[src/rtl/ctrl_slave_rr_arbiter_pkg.sv]
`default_nettype none
// ============================================================================
//  Module   : ctrl_slave_rr_arbiter_pkg
//  Purpose  : Shared FSM state encoding and grant index constants for the
//             two-master control-slave round-robin arbiter.
//  Revision : 1.0 - initial release
// ============================================================================
package ctrl_slave_rr_arbiter_pkg;

    // Transaction sequencer states
    typedef enum logic [1:0] {
        ST_IDLE  = 2'd0,
        ST_ISSUE = 2'd1,
        ST_WAIT  = 2'd2,
        ST_RESP  = 2'd3
    } state_e;

    // Grant indices; the grant index doubles as the master select everywhere
    localparam logic GNT_M0 = 1'b0;
    localparam logic GNT_M1 = 1'b1;

endpackage : ctrl_slave_rr_arbiter_pkg
`default_nettype wire

[src/rtl/ctrl_slave_rr_arbiter_rr_arbiter_2.sv]
`default_nettype none
// ============================================================================
//  Module   : rr_arbiter_2
//  Purpose  : Combinational two-way round-robin arbiter. A lone requester
//             wins; on a tie the master that was not granted last wins.
//  Revision : 1.0 - initial release
// ============================================================================
module rr_arbiter_2
    import ctrl_slave_rr_arbiter_pkg::*;
(
    input  logic [1:0] req,
    input  logic       last_grant,
    output logic       gnt_idx,
    output logic       gnt_valid
);

    // Pick the winner from the request pair and the previous grant
    always_comb begin
        gnt_valid = |req;
        gnt_idx   = GNT_M0;
        case (req)
            2'b01:   gnt_idx = GNT_M0;
            2'b10:   gnt_idx = GNT_M1;
            2'b11:   gnt_idx = ~last_grant;
            default: gnt_idx = GNT_M0;
        endcase
    end

endmodule : rr_arbiter_2
`default_nettype wire

[src/rtl/ctrl_slave_rr_arbiter.sv]
`default_nettype none
// ============================================================================
//  Module   : ctrl_slave_rr_arbiter
//  Purpose  : Shares one Avalon-MM control slave between two masters with
//             round-robin arbitration, one transaction in flight, and a fixed
//             slave read latency. All master and slave outputs are registered.
//  Revision : 1.0 - initial release
// ============================================================================
module ctrl_slave_rr_arbiter
    import ctrl_slave_rr_arbiter_pkg::*;
#(
    parameter int ADDR_W       = 1,
    parameter int DATA_W       = 32,
    parameter int READ_LATENCY = 0
)(
    input  logic              clock,
    input  logic              reset,
    // master 0
    input  logic [ADDR_W-1:0] m0_address,
    input  logic              m0_read,
    input  logic              m0_write,
    input  logic [DATA_W-1:0] m0_writedata,
    output logic              m0_waitrequest,
    output logic [DATA_W-1:0] m0_readdata,
    output logic              m0_readdatavalid,
    // master 1
    input  logic [ADDR_W-1:0] m1_address,
    input  logic              m1_read,
    input  logic              m1_write,
    input  logic [DATA_W-1:0] m1_writedata,
    output logic              m1_waitrequest,
    output logic [DATA_W-1:0] m1_readdata,
    output logic              m1_readdatavalid,
    // slave
    output logic [ADDR_W-1:0] s_address,
    output logic              s_read,
    output logic              s_write,
    output logic [DATA_W-1:0] s_writedata,
    input  logic [DATA_W-1:0] s_readdata
);

    // The counter holds the WAIT cycles still to go after the current one,
    // so ISSUE loads READ_LATENCY-1 and capture happens when it reads zero.
    localparam int LAT_W    = (READ_LATENCY > 0) ? $clog2(READ_LATENCY + 1) : 1;
    localparam int LAT_LOAD = (READ_LATENCY > 0) ? READ_LATENCY - 1 : 0;

    logic [1:0]        req;
    logic              gnt_idx;
    logic              gnt_valid;
    logic [ADDR_W-1:0] win_address;
    logic [DATA_W-1:0] win_writedata;
    logic              win_is_read;

    state_e                  state_q,       state_d;
    logic                    last_grant_q,  last_grant_d;
    logic                    owner_q,       owner_d;
    logic                    is_read_q,     is_read_d;
    logic [LAT_W-1:0]        lat_cnt_q,     lat_cnt_d;
    logic                    s_read_q,      s_read_d;
    logic                    s_write_q,     s_write_d;
    logic [ADDR_W-1:0]       s_address_q,   s_address_d;
    logic [DATA_W-1:0]       s_writedata_q, s_writedata_d;
    logic [1:0]              waitreq_q,     waitreq_d;
    logic [1:0]              rdv_q,         rdv_d;
    logic [1:0][DATA_W-1:0]  rdata_q,       rdata_d;

    assign req = {m1_read | m1_write, m0_read | m0_write};

    rr_arbiter_2 u_rr_arbiter_2 (
        .req        (req),
        .last_grant (last_grant_q),
        .gnt_idx    (gnt_idx),
        .gnt_valid  (gnt_valid)
    );

    // Select the winning master's command; read takes precedence over write
    always_comb begin
        if (gnt_idx == GNT_M1) begin
            win_address   = m1_address;
            win_writedata = m1_writedata;
            win_is_read   = m1_read;
        end else begin
            win_address   = m0_address;
            win_writedata = m0_writedata;
            win_is_read   = m0_read;
        end
    end

    // Next-state and next-output logic of the transaction sequencer
    always_comb begin
        state_d       = state_q;
        last_grant_d  = last_grant_q;
        owner_d       = owner_q;
        is_read_d     = is_read_q;
        lat_cnt_d     = lat_cnt_q;
        s_address_d   = s_address_q;
        s_writedata_d = s_writedata_q;
        s_read_d      = 1'b0;
        s_write_d     = 1'b0;
        waitreq_d     = 2'b11;
        rdv_d         = 2'b00;
        rdata_d       = rdata_q;

        case (state_q)
            ST_IDLE: begin
                if (gnt_valid) begin
                    owner_d            = gnt_idx;
                    last_grant_d       = gnt_idx;
                    is_read_d          = win_is_read;
                    s_address_d        = win_address;
                    s_writedata_d      = win_writedata;
                    s_read_d           = win_is_read;
                    s_write_d          = ~win_is_read;
                    waitreq_d[gnt_idx] = 1'b0;
                    state_d            = ST_ISSUE;
                end
            end
            ST_ISSUE: begin
                if (!is_read_q) begin
                    state_d = ST_IDLE;
                end else if (READ_LATENCY == 0) begin
                    // Zero-latency slave: data is valid alongside s_read
                    rdata_d[owner_q] = s_readdata;
                    rdv_d[owner_q]   = 1'b1;
                    state_d          = ST_RESP;
                end else begin
                    lat_cnt_d = LAT_W'(LAT_LOAD);
                    state_d   = ST_WAIT;
                end
            end
            ST_WAIT: begin
                if (lat_cnt_q == '0) begin
                    rdata_d[owner_q] = s_readdata;
                    rdv_d[owner_q]   = 1'b1;
                    state_d          = ST_RESP;
                end else begin
                    lat_cnt_d = lat_cnt_q - LAT_W'(1);
                end
            end
            ST_RESP: begin
                state_d = ST_IDLE;
            end
            default: begin
                state_d = ST_IDLE;
            end
        endcase
    end

    // State and output registers; reset aborts any transaction in flight
    always_ff @(posedge clock or posedge reset) begin
        if (reset) begin
            state_q       <= ST_IDLE;
            last_grant_q  <= GNT_M1;
            owner_q       <= GNT_M0;
            is_read_q     <= 1'b0;
            lat_cnt_q     <= '0;
            s_read_q      <= 1'b0;
            s_write_q     <= 1'b0;
            s_address_q   <= '0;
            s_writedata_q <= '0;
            waitreq_q     <= 2'b11;
            rdv_q         <= 2'b00;
            rdata_q       <= '0;
        end else begin
            state_q       <= state_d;
            last_grant_q  <= last_grant_d;
            owner_q       <= owner_d;
            is_read_q     <= is_read_d;
            lat_cnt_q     <= lat_cnt_d;
            s_read_q      <= s_read_d;
            s_write_q     <= s_write_d;
            s_address_q   <= s_address_d;
            s_writedata_q <= s_writedata_d;
            waitreq_q     <= waitreq_d;
            rdv_q         <= rdv_d;
            rdata_q       <= rdata_d;
        end
    end

    assign m0_waitrequest   = waitreq_q[GNT_M0];
    assign m0_readdatavalid = rdv_q[GNT_M0];
    assign m0_readdata      = rdata_q[GNT_M0];
    assign m1_waitrequest   = waitreq_q[GNT_M1];
    assign m1_readdatavalid = rdv_q[GNT_M1];
    assign m1_readdata      = rdata_q[GNT_M1];
    assign s_address        = s_address_q;
    assign s_read           = s_read_q;
    assign s_write          = s_write_q;
    assign s_writedata      = s_writedata_q;

endmodule : ctrl_slave_rr_arbiter
`default_nettype wire
[config.mk]
export PLATFORM = sky130hd
export DESIGN_NAME = ctrl_slave_rr_arbiter
export DESIGN_NICKNAME = d
export VERILOG_FILES = /design/src/rtl/ctrl_slave_rr_arbiter_pkg.sv /design/src/rtl/ctrl_slave_rr_arbiter_rr_arbiter_2.sv /design/src/rtl/ctrl_slave_rr_arbiter.sv
export SDC_FILE = /design/constraint.sdc
export NUM_CORES = 1
export LEC_CHECK = 0
export ABC_AREA = 1
export CORE_AREA = 4 4 109 111
export CTS_BUF_LIST = sky130_fd_sc_hd__clkbuf_4 sky130_fd_sc_hd__clkbuf_8
export DETAILED_ROUTE_END_ITERATION = 7
export DIE_AREA = 0 0 113 115
export HOLD_SLACK_MARGIN = 0.03
export MAX_ROUTING_LAYER = met4
export PLACE_DENSITY = 0.82
export SLEW_MARGIN = 20
export SYNTH_ARGS = -nofsm -noshare
export SYNTH_HDL_FRONTEND = slang
export SYNTH_SLANG_ARGS = --single-unit
[constraint.sdc]
create_clock -name clock -period 5.1 [get_ports clock]
set_clock_uncertainty 0.2 [all_clocks]
set_input_delay 1.02 -clock clock [delete_from_list [all_inputs] [get_ports clock]]
set_output_delay 1.02 -clock clock [all_outputs]
set_load 0.02 [all_outputs]
# ---- Word-level counts from Yosys, hierarchy flattened
# Cells that the tools add are included.
dict set report totals {
  ff_bits 109
  input_bits 104
  word_cells 67
}
dict set report classes {
  add_sub_neg 1
  magnitude_cmp 4
  eq_ne 8
  muxes 28
  n_bitwise 5
  reduce_logical 8
}
# op n
set op_table {}
lappend op_table {{two-way mux 64 bit} 2}
lappend op_table {{case mux 64 bit (2 select lines)} 1}
lappend op_table {{bitwise mux 64 bit} 1}
lappend op_table {{two-way mux 32 bit} 2}
lappend op_table {{demux 32 bit (select 1 bit)} 1}
lappend op_table {{two-way mux 2 bit} 7}
lappend op_table {{two-way mux 1 bit} 9}
lappend op_table {{equality test 2 bit (second input constant)} 4}
lappend op_table {{case mux 2 bit (4 select lines)} 1}
lappend op_table {{!= test 2 bit (second input constant)} 3}
lappend op_table {{< comparator 1 x 2 -> 1 bit (second input constant)} 2}
lappend op_table {{case mux 2 bit (2 select lines)} 1}
lappend op_table {{AND reduction 2 bit} 2}
lappend op_table {{AND reduction 3 bit} 1}
lappend op_table {{demux 1 bit (select 1 bit)} 2}
lappend op_table {{equality test 2 x 1 -> 1 bit (second input constant)} 1}
lappend op_table {{>= comparator 1 bit (second input constant)} 2}
lappend op_table {{logical AND 1 bit} 2}
lappend op_table {{zero test 2 bit} 1}
lappend op_table {{NOT 1 bit} 2}
lappend op_table {{NOT 2 bit} 1}
lappend op_table {{OR 1 bit} 2}
lappend op_table {{case mux 1 bit (2 select lines)} 1}
lappend op_table {{nonzero test 2 bit} 1}
lappend op_table {{other kinds (2)} 2}

# ---- Logic depth before layout (Yosys ltp)
# Gate-level depths: netlist (run 1).
dict set report logic_depth {
  word_depth 10
  ltp_mapped 8
}

# ---- By module
# A second synthesis (run 1) with hierarchy kept.
dict set report hier_totals {
  hier_cells 519
  hier_area_um2 4635.7
}
# module instances cells_per_inst area_per_inst_um2
set modules_own_cells {}
lappend modules_own_cells {ctrl_slave_rr_arbiter 1 516 4620.7}
lappend modules_own_cells {rr_arbiter_2 1 3 15.0}

# ---- Worst setup path before layout (run 1)
# No wires, ideal clock.
dict set report synth_path {
  path_kind {input -> register}
  from {in m0_write}
  to {reg s_writedata_q[12], in the netlist s_writedata[12]}
  setup_time_ns 0.068
  t_arrival_ns 1.673
  t_required_ns 4.832
  path_slack_ns 3.159
  path_stages 6
  n_path_buf 1
  path_cell_list {nor2_4 > nor2_2 > nor2_4 > buf_6 > nand3_1 > nand3_1}
}
dict set report synth_between {
  elab_chain_cells 4
  word_cells_on_any_way 7
}
# element line_no
set synth_lines {}
lappend synth_lines {{from (decl)} ctrl_slave_rr_arbiter.sv:21} ;# input logic m0_write,
lappend synth_lines {{OR 1 bit (*)} ctrl_slave_rr_arbiter.sv:67} ;# assign req = {m1_read | m1_write, m0_read | m0_write};
lappend synth_lines {{equality test 2 bit} ctrl_slave_rr_arbiter_rr_arbiter_2.sv:21} ;# case (req)
lappend synth_lines {{case mux 1 bit (2 select lines)} ctrl_slave_rr_arbiter_rr_arbiter_2.sv:21}
lappend synth_lines {{two-way mux 32 bit} ctrl_slave_rr_arbiter.sv:78} ;# if (gnt_idx == GNT_M1) begin
lappend synth_lines {{to (signal assigned)} ctrl_slave_rr_arbiter.sv:173} ;# s_writedata_q <= s_writedata_d;
lappend synth_lines {{to (decl)} ctrl_slave_rr_arbiter.sv:62} ;# logic [DATA_W-1:0] s_writedata_q, s_writedata_d;
# Every way passes the cells marked *; elsewhere a longest branch is shown, timed or not.
# A chain may end at the register's enable or synchronous reset.

# ---- Worst setup path in the final report (run 1)
dict set report layout_path {
  from {reg waitreq_q[1]}
  to {out m1_waitrequest}
}
# element line_no
set layout_rtl {}
lappend layout_rtl {{from (decl)} ctrl_slave_rr_arbiter.sv:63} ;# logic [1:0] waitreq_q, waitreq_d;
lappend layout_rtl {{from (signal assigned)} ctrl_slave_rr_arbiter.sv:174} ;# waitreq_q <= waitreq_d;
lappend layout_rtl {{to (decl)} ctrl_slave_rr_arbiter.sv:31} ;# output logic m1_waitrequest,
# No word-level cell between the ends.

==> results.md, run 1 <==
- Status: finished clean
- Critical path class: flop to output port
- FF-to-FF End: s_writedata[20]
- Sequential element share of the synthesized area: 57.1%
- Final hold vios: 0
- DR vias: roughly 4100
- Post-layout minimum cycle time: roughly 2.7 ns
- Port bufs: 206
- Io pins: ~210
- Setup bufs post-CTS: 0
- DR WL/cell: 15.7 um
- RSZ-0062 raised after global routing: no
- Worst R2R Start: state_q[0]
- CTS tree: done
- Starting Density: 43.9%
- Dpl cells: roughly 800
- GR peak layer: met2
- Slew margin rel.: about two fifths
- Clock latency on the worst-skew pair: about 0.36 ns
- Global-route wire length before repair: 20.2 mm
- WP depth: 1
- Crit path DAT: ~1.5 ns
- Total CTS buffers: 9
- Max-slew violations: 0
- Area Overhead vs Synth: 47.4%
- Initial DRC Count: 438
- Placed Instance Area: about 0.0068 mm^2
- Yosys reg bits: 108
- CP required: 3.88 ns
- Maximum VDD drop: 0.398 mV
- Max-Cap Viols: 0
- Die Y: around 120 um
- Yosys top cell area share: between 50% and 60%
- Crit-path max cell delay: 0.61 ns
- CP endpoint kind: output port
- DRT Pass-1 Iters: 5
- Worst Path Buf+Inv: 1
- Crit start category: flop
- Fin worst setup slack: 2.38 ns
- GR Overflow Total: 0
- Slew @ Worst Pin: 0.884 ns
- Htree depth: 3
- Standard-cell row count: 38
- Antenna violations before repair: 0
- Worst slack, placed: 2.10 ns
- Leakage: ~3.2 nW
- Clock root buffer master: clkbuf_8
- Slowest CP cell: clkdlybuf4s50_1
- CORE AREA: 0.0108 mm^2
- Post-synth EDFFs: 0
- Vias per cell: 5.06
- # DRC: 0
- Nets: 776
- Worst Setup EP: m1_waitrequest
- Final instance area: 0.00699 mm^2
- Final Setup Violations: 0
- Netlist Area Pre-Place: 0.00474 mm^2
- Largest net degree at the start of global routing: 73
- GP Congestion: 0.797
- Bufs on Longest Clock Path: 2
- Dominant cell type by area after synthesis: dfrtp_1
- Commonest cells in the netlist: nand2_1, dfrtp_1, nand3_1
- GRT met3 Usage: approximately 5.3%
- Hold crit path type: flop to flop
- Achievable frequency: between 300 and 400 MHz
- Syn_nets: 585
- Clk slew on worst S/H paths: ~0.11 ns
- Fin crit share: 53.3%
- Syn Inst Count: 478
- Drt total wl: about 13 mm
- Power Density: 670 mW/mm^2
- DP Wirelength: roughly 9.4 mm
- R2R setup slack: 2.57 ns
- Vias in the first global route: 4202
- Syn_area_per_cell: between 9 and 10 um^2
- Diodes inserted: 0
- Post-cts sizing count: 0
- Async SR Flop Fraction: 100%
- Die W: 113 um
- R2R depth: 6
- Count leader, synth: nand2_1
- Sink Count: approximately 110
- CP delay by family, top: buffers and inverters
- DIE AREA: 0.0130 mm^2
- Critical Path Start: waitreq_q[1]
- Final setup TNS: 0 ns
- Layout cells sized above 1: 12.8%
- Finished Layout Cells: 814
- Remaining antenna violation count: 0
- Post-synth top flop: dfrtp_1
- Post-synth cell types: 21
- Max FO, Critical Path: 1
- Synth top area cells: dfrtp_1, nand3_1, nand2_1
- Grt met2 use: 32.8%
- Hold-fix buffers at CTS: 0
- GRT met1 Usage: 24.5%
- Yosys warnings: 0
- GRT Total Usage: 20.0%
- Worst hold slack: 0.289 ns
- Crit-path cells: clkdlybuf4s50_1
kinds of logic (layout without fill, tap and decap cells):
kind of cell    Yosys count  after routing  synth area share (%)
simple gates            223            223                  22.0
flops                   108            108                  57.1
buf+inv                  71            267                  8.45
compound gates           73             73                  11.7
fa+ha+maj                 3              3                 0.792
flip-flops by register name (all words and copies together), names as in the netlist:
register	flops
s_write	1
owner_q	1
m0_readdata	32
last_grant_q	1
s_writedata	32
s_address	1
is_read_q	1
s_read	1
waitreq_q	2
rdv_q	2
m1_readdata	32
state_q	2
per-layer routing:
| metal | wire length [um] | up-vias |
|---|---|---|
| met4 | 140 | 0 |
| met1 | 5080 | 1959 |
| li1 | - | 1942 |
| met5 | 0 | - |
| met3 | 1400 | 9 |
| met2 | 6130 | 212 |
layout by cell type (no fill, tap or decap), types with 3 or more instances in the layout:
cell | Yosys | final
nand3_2 | 4 | 4
inv_1 | 42 | 41
buf_4 | 3 | 3
clkbuf_8 | 0 | 9
o21ai_2 | 47 | 47
o21ai_0 | 8 | 8
dfstp_2 | 3 | 3
nor2_1 | 3 | 3
o21ai_1 | 17 | 17
dfrtp_1 | 105 | 105
nand3_1 | 96 | 96
clkdlybuf4s50_1 | 0 | 206
nand2_2 | 3 | 3
nand2_1 | 110 | 110
how the worst min path moves through the flow:
stage / from / to / depth (start not counted) / slack [ns]
after floorplan: is_read_q / is_read_q / 2 / 0.27
after global placement: m0_readdata[25] / m0_readdata[25] / 2 / 0.26
after detailed placement: m0_readdata[28] / m0_readdata[28] / 2 / 0.27
after CTS: m0_readdata[28] / m0_readdata[28] / 2 / 0.29
final: m0_readdata[10] / m0_readdata[10] / 2 / 0.29
after global routing: m1_readdata[29] / m1_readdata[29] / 2 / 0.31
where the power goes:
part	switching, mW	total [mW]	internal, mW
clock	0.289	0.575	0.287
sequential	0.231	1.52	1.29
combinational	1.48	2.59	1.11
stage by stage:
| step | power, mW | utilization, % |
|---|---|---|
| 3_3_place_gp | 4.05 | 62.6 |
| 6_report | 4.68 | 64.7 |
| 3_5_place_dp | 4.14 | 62.6 |
| 2_1_floorplan | 3.12 | - |
| 4_1_cts | 4.73 | 64.7 |
| 5_1_grt | 4.97 | 64.7 |
area by class of cell:
class	instances	area, um^2
clock buffers	10	131
clock inverters	6	93.8
fillers	856	3810
inverters	42	160
multi-input cells	299	1640
flip-flops and latches	108	2710
well taps	140	175
repair buffers	209	2080
(Power assumes the default switching activity.)
==> inputs of run 2 (changes only) <==
- CORE_AREA: 4 4 109 111 -> 4 4 116 118
- DIE_AREA: 0 0 113 115 -> 0 0 120 122
- PLACE_DENSITY: 0.82 -> 0.77
- clock period: 5.1 -> 2.3 ns (I/O delays scaled with it)
==> results.md, run 2 (synthesized netlist as in run 1, its figures left out) <==
- Status: finished clean
- Largest net degree at the start of global routing: 64 (-12%)
- CORE AREA: 0.0125 mm^2 (+15%)
- Finished Layout Cells: 856 (+5.2%)
- Setup bufs post-CTS: 0 (unchanged)
- Final setup TNS: 0 ns (unchanged)
- Bufs on Longest Clock Path: 2 (unchanged)
- Vias per cell: 4.80 (-5.3%)
- CP delay by family, top: buffers and inverters
- Nets: 786 (+1.3%)
- Worst Path Buf+Inv: 1 (unchanged)
- Clk slew on worst S/H paths: 0.11 ns (about the same)
- Most common cell after layout, fill and taps aside: clkdlybuf4s50_1
- Final Setup Violations: 0 (unchanged)
- Die Y: 122 um (+6.1%)
- # DRC: 0 (unchanged)
- Most frequent cells in the layout: clkdlybuf4s50_1, nand2_1, dfrtp_1
- DR vias: 4106 (-0.39%)
- CTS tree: done
- CP required: 1.64 ns (-2.24 ns)
- Starting Density: 38.0% (-5.9 points)
- Max FO, Critical Path: 1 (unchanged)
- Antenna violations before repair: 0 (unchanged)
- Fin crit share: 94.1%
- Vias in the first global route: 4190 (-0.29%)
- Crit path DAT: 1.50 ns (about the same)
- Post-layout minimum cycle time: around 2.2 ns
- Worst hold slack: 0.211 ns (-0.0783 ns)
- Global-route wire length before repair: 20.6 mm (+2.3%)
- Critical path class: flop to output port
- Standard-cell row count: 41 (+7.9%)
- Final instance area: 0.00719 mm^2 (+2.8%)
- GR Overflow Total: 0 (unchanged)
- DP Wirelength: 9.46 mm (+0.80%)
- Fin worst setup slack: 0.135 ns (-2.25 ns)
- GRT Total Usage: 18.0% (-2.0 points)
- Hold crit path type: input pin to asynchronous set/reset pin
- Slowest CP cell: clkdlybuf4s50_1
- Clock root buffer master: clkbuf_8
- Post-cts sizing count: 0 (unchanged)
- Area Overhead vs Synth: 51.6%
- Layout cells sized above 1: 14.0% (+1.3 points)
- Sink Count: 108 (unchanged)
- Max-Cap Viols: 0 (unchanged)
- Htree depth: 3 (unchanged)
- Final Core Density: 57.6% (-7.1 points)
- Power Density: 1470 mW/mm^2 (+120%)
- Max-slew violations: 0 (unchanged)
- Worst slack, placed: 0.225 ns (-1.88 ns)
- DRT Pass-1 Iters: 5 (unchanged)
- Drt total wl: 12.7 mm (-0.84%)
- Final hold vios: 0 (unchanged)
- Leakage: 3.24 nW (+2.2%)
- Pwr Total: 10.6 mW (+130%)
- RSZ-0062 raised after global routing: no
- Clock latency on the worst-skew pair: 0.36 ns (about the same)
- Crit-path cells: clkdlybuf4s50_1
- Slew margin rel.: 77.3% (+36 points)
- Remaining antenna violation count: 0 (unchanged)
- Placed Instance Area: 0.00698 mm^2 (+3.2%)
- DR WL/cell: 14.8 um (-5.7%)
- CP endpoint kind: output port
- Achievable frequency: 462 MHz
- Hold-fix buffers at CTS: 0 (unchanged)
- Port bufs: 206 (unchanged)
- Slew @ Worst Pin: 0.340 ns (-0.544 ns)
- Diodes inserted: 0 (unchanged)
- Die W: 120 um (+6.2%)
- Dpl cells: 840 (+5.3%)
- # fillers: 1060 (+24%)
- Maximum VDD drop: 0.714 mV (+80%)
- Crit-path max cell delay: 0.60 ns (about the same)
- DIE AREA: 0.0146 mm^2 (+13%)
- Total CTS buffers: 9 (unchanged)
- Io pins: 207 (unchanged)
- Crit start category: flop
- Initial DRC Count: 322 (-26%)
- GP Congestion: 0.790 (-0.93%)
==> run 2: per-layer routing <==
| metal | part of all wire, % | vias to the layer above | routed length (um) | track usage (%) |
|---|---|---|---|---|
| met2 | 45 | 213 | 5730 | 27.5 |
| met4 | 2.0 | 0 | 252 | 6.44 |
| met5 | 0 | - | 0 | - |
| met3 | 9.5 | 15 | 1200 | 4.92 |
| met1 | 43 | 1910 | 5470 | 23.1 |
| li1 | - | 1968 | - | - |
==> run 2: final cells by class <==
class	count	area (um^2)	share of cell area, %
clock inverter	6	70.1	0.975
tap	172	215	2.99
clock buffer	10	138	1.92
multi-input combinational	299	1640	22.8
inverter	42	161	2.25
sequential	108	2710	37.7
timing repair buffer	219	2260	31.4
==> run 2: power breakdown <==
group	internal (mW)	switching, mW	leakage (nW)
combinational	2.69	3.30	1.81
clock	0.544	0.649	0.101
sequential	2.85	0.531	1.33
total	6.09	4.48	3.24
==> run 2: final timing paths <==
check                                  end  depth (start not counted)  slack, ns            start
hold / removal              m0_readdata[3]                          2       0.21            reset
hold reg to reg            m0_readdata[11]                          2       0.29  m0_readdata[11]
max in group asynchronous     waitreq_q[0]                          3       1.11            reset
setup reg to reg           m1_readdata[10]                          8       0.33       state_q[1]
min in group clock         m0_readdata[11]                          2       0.29  m0_readdata[11]
setup / recovery            m1_waitrequest                          1       0.14     waitreq_q[1]
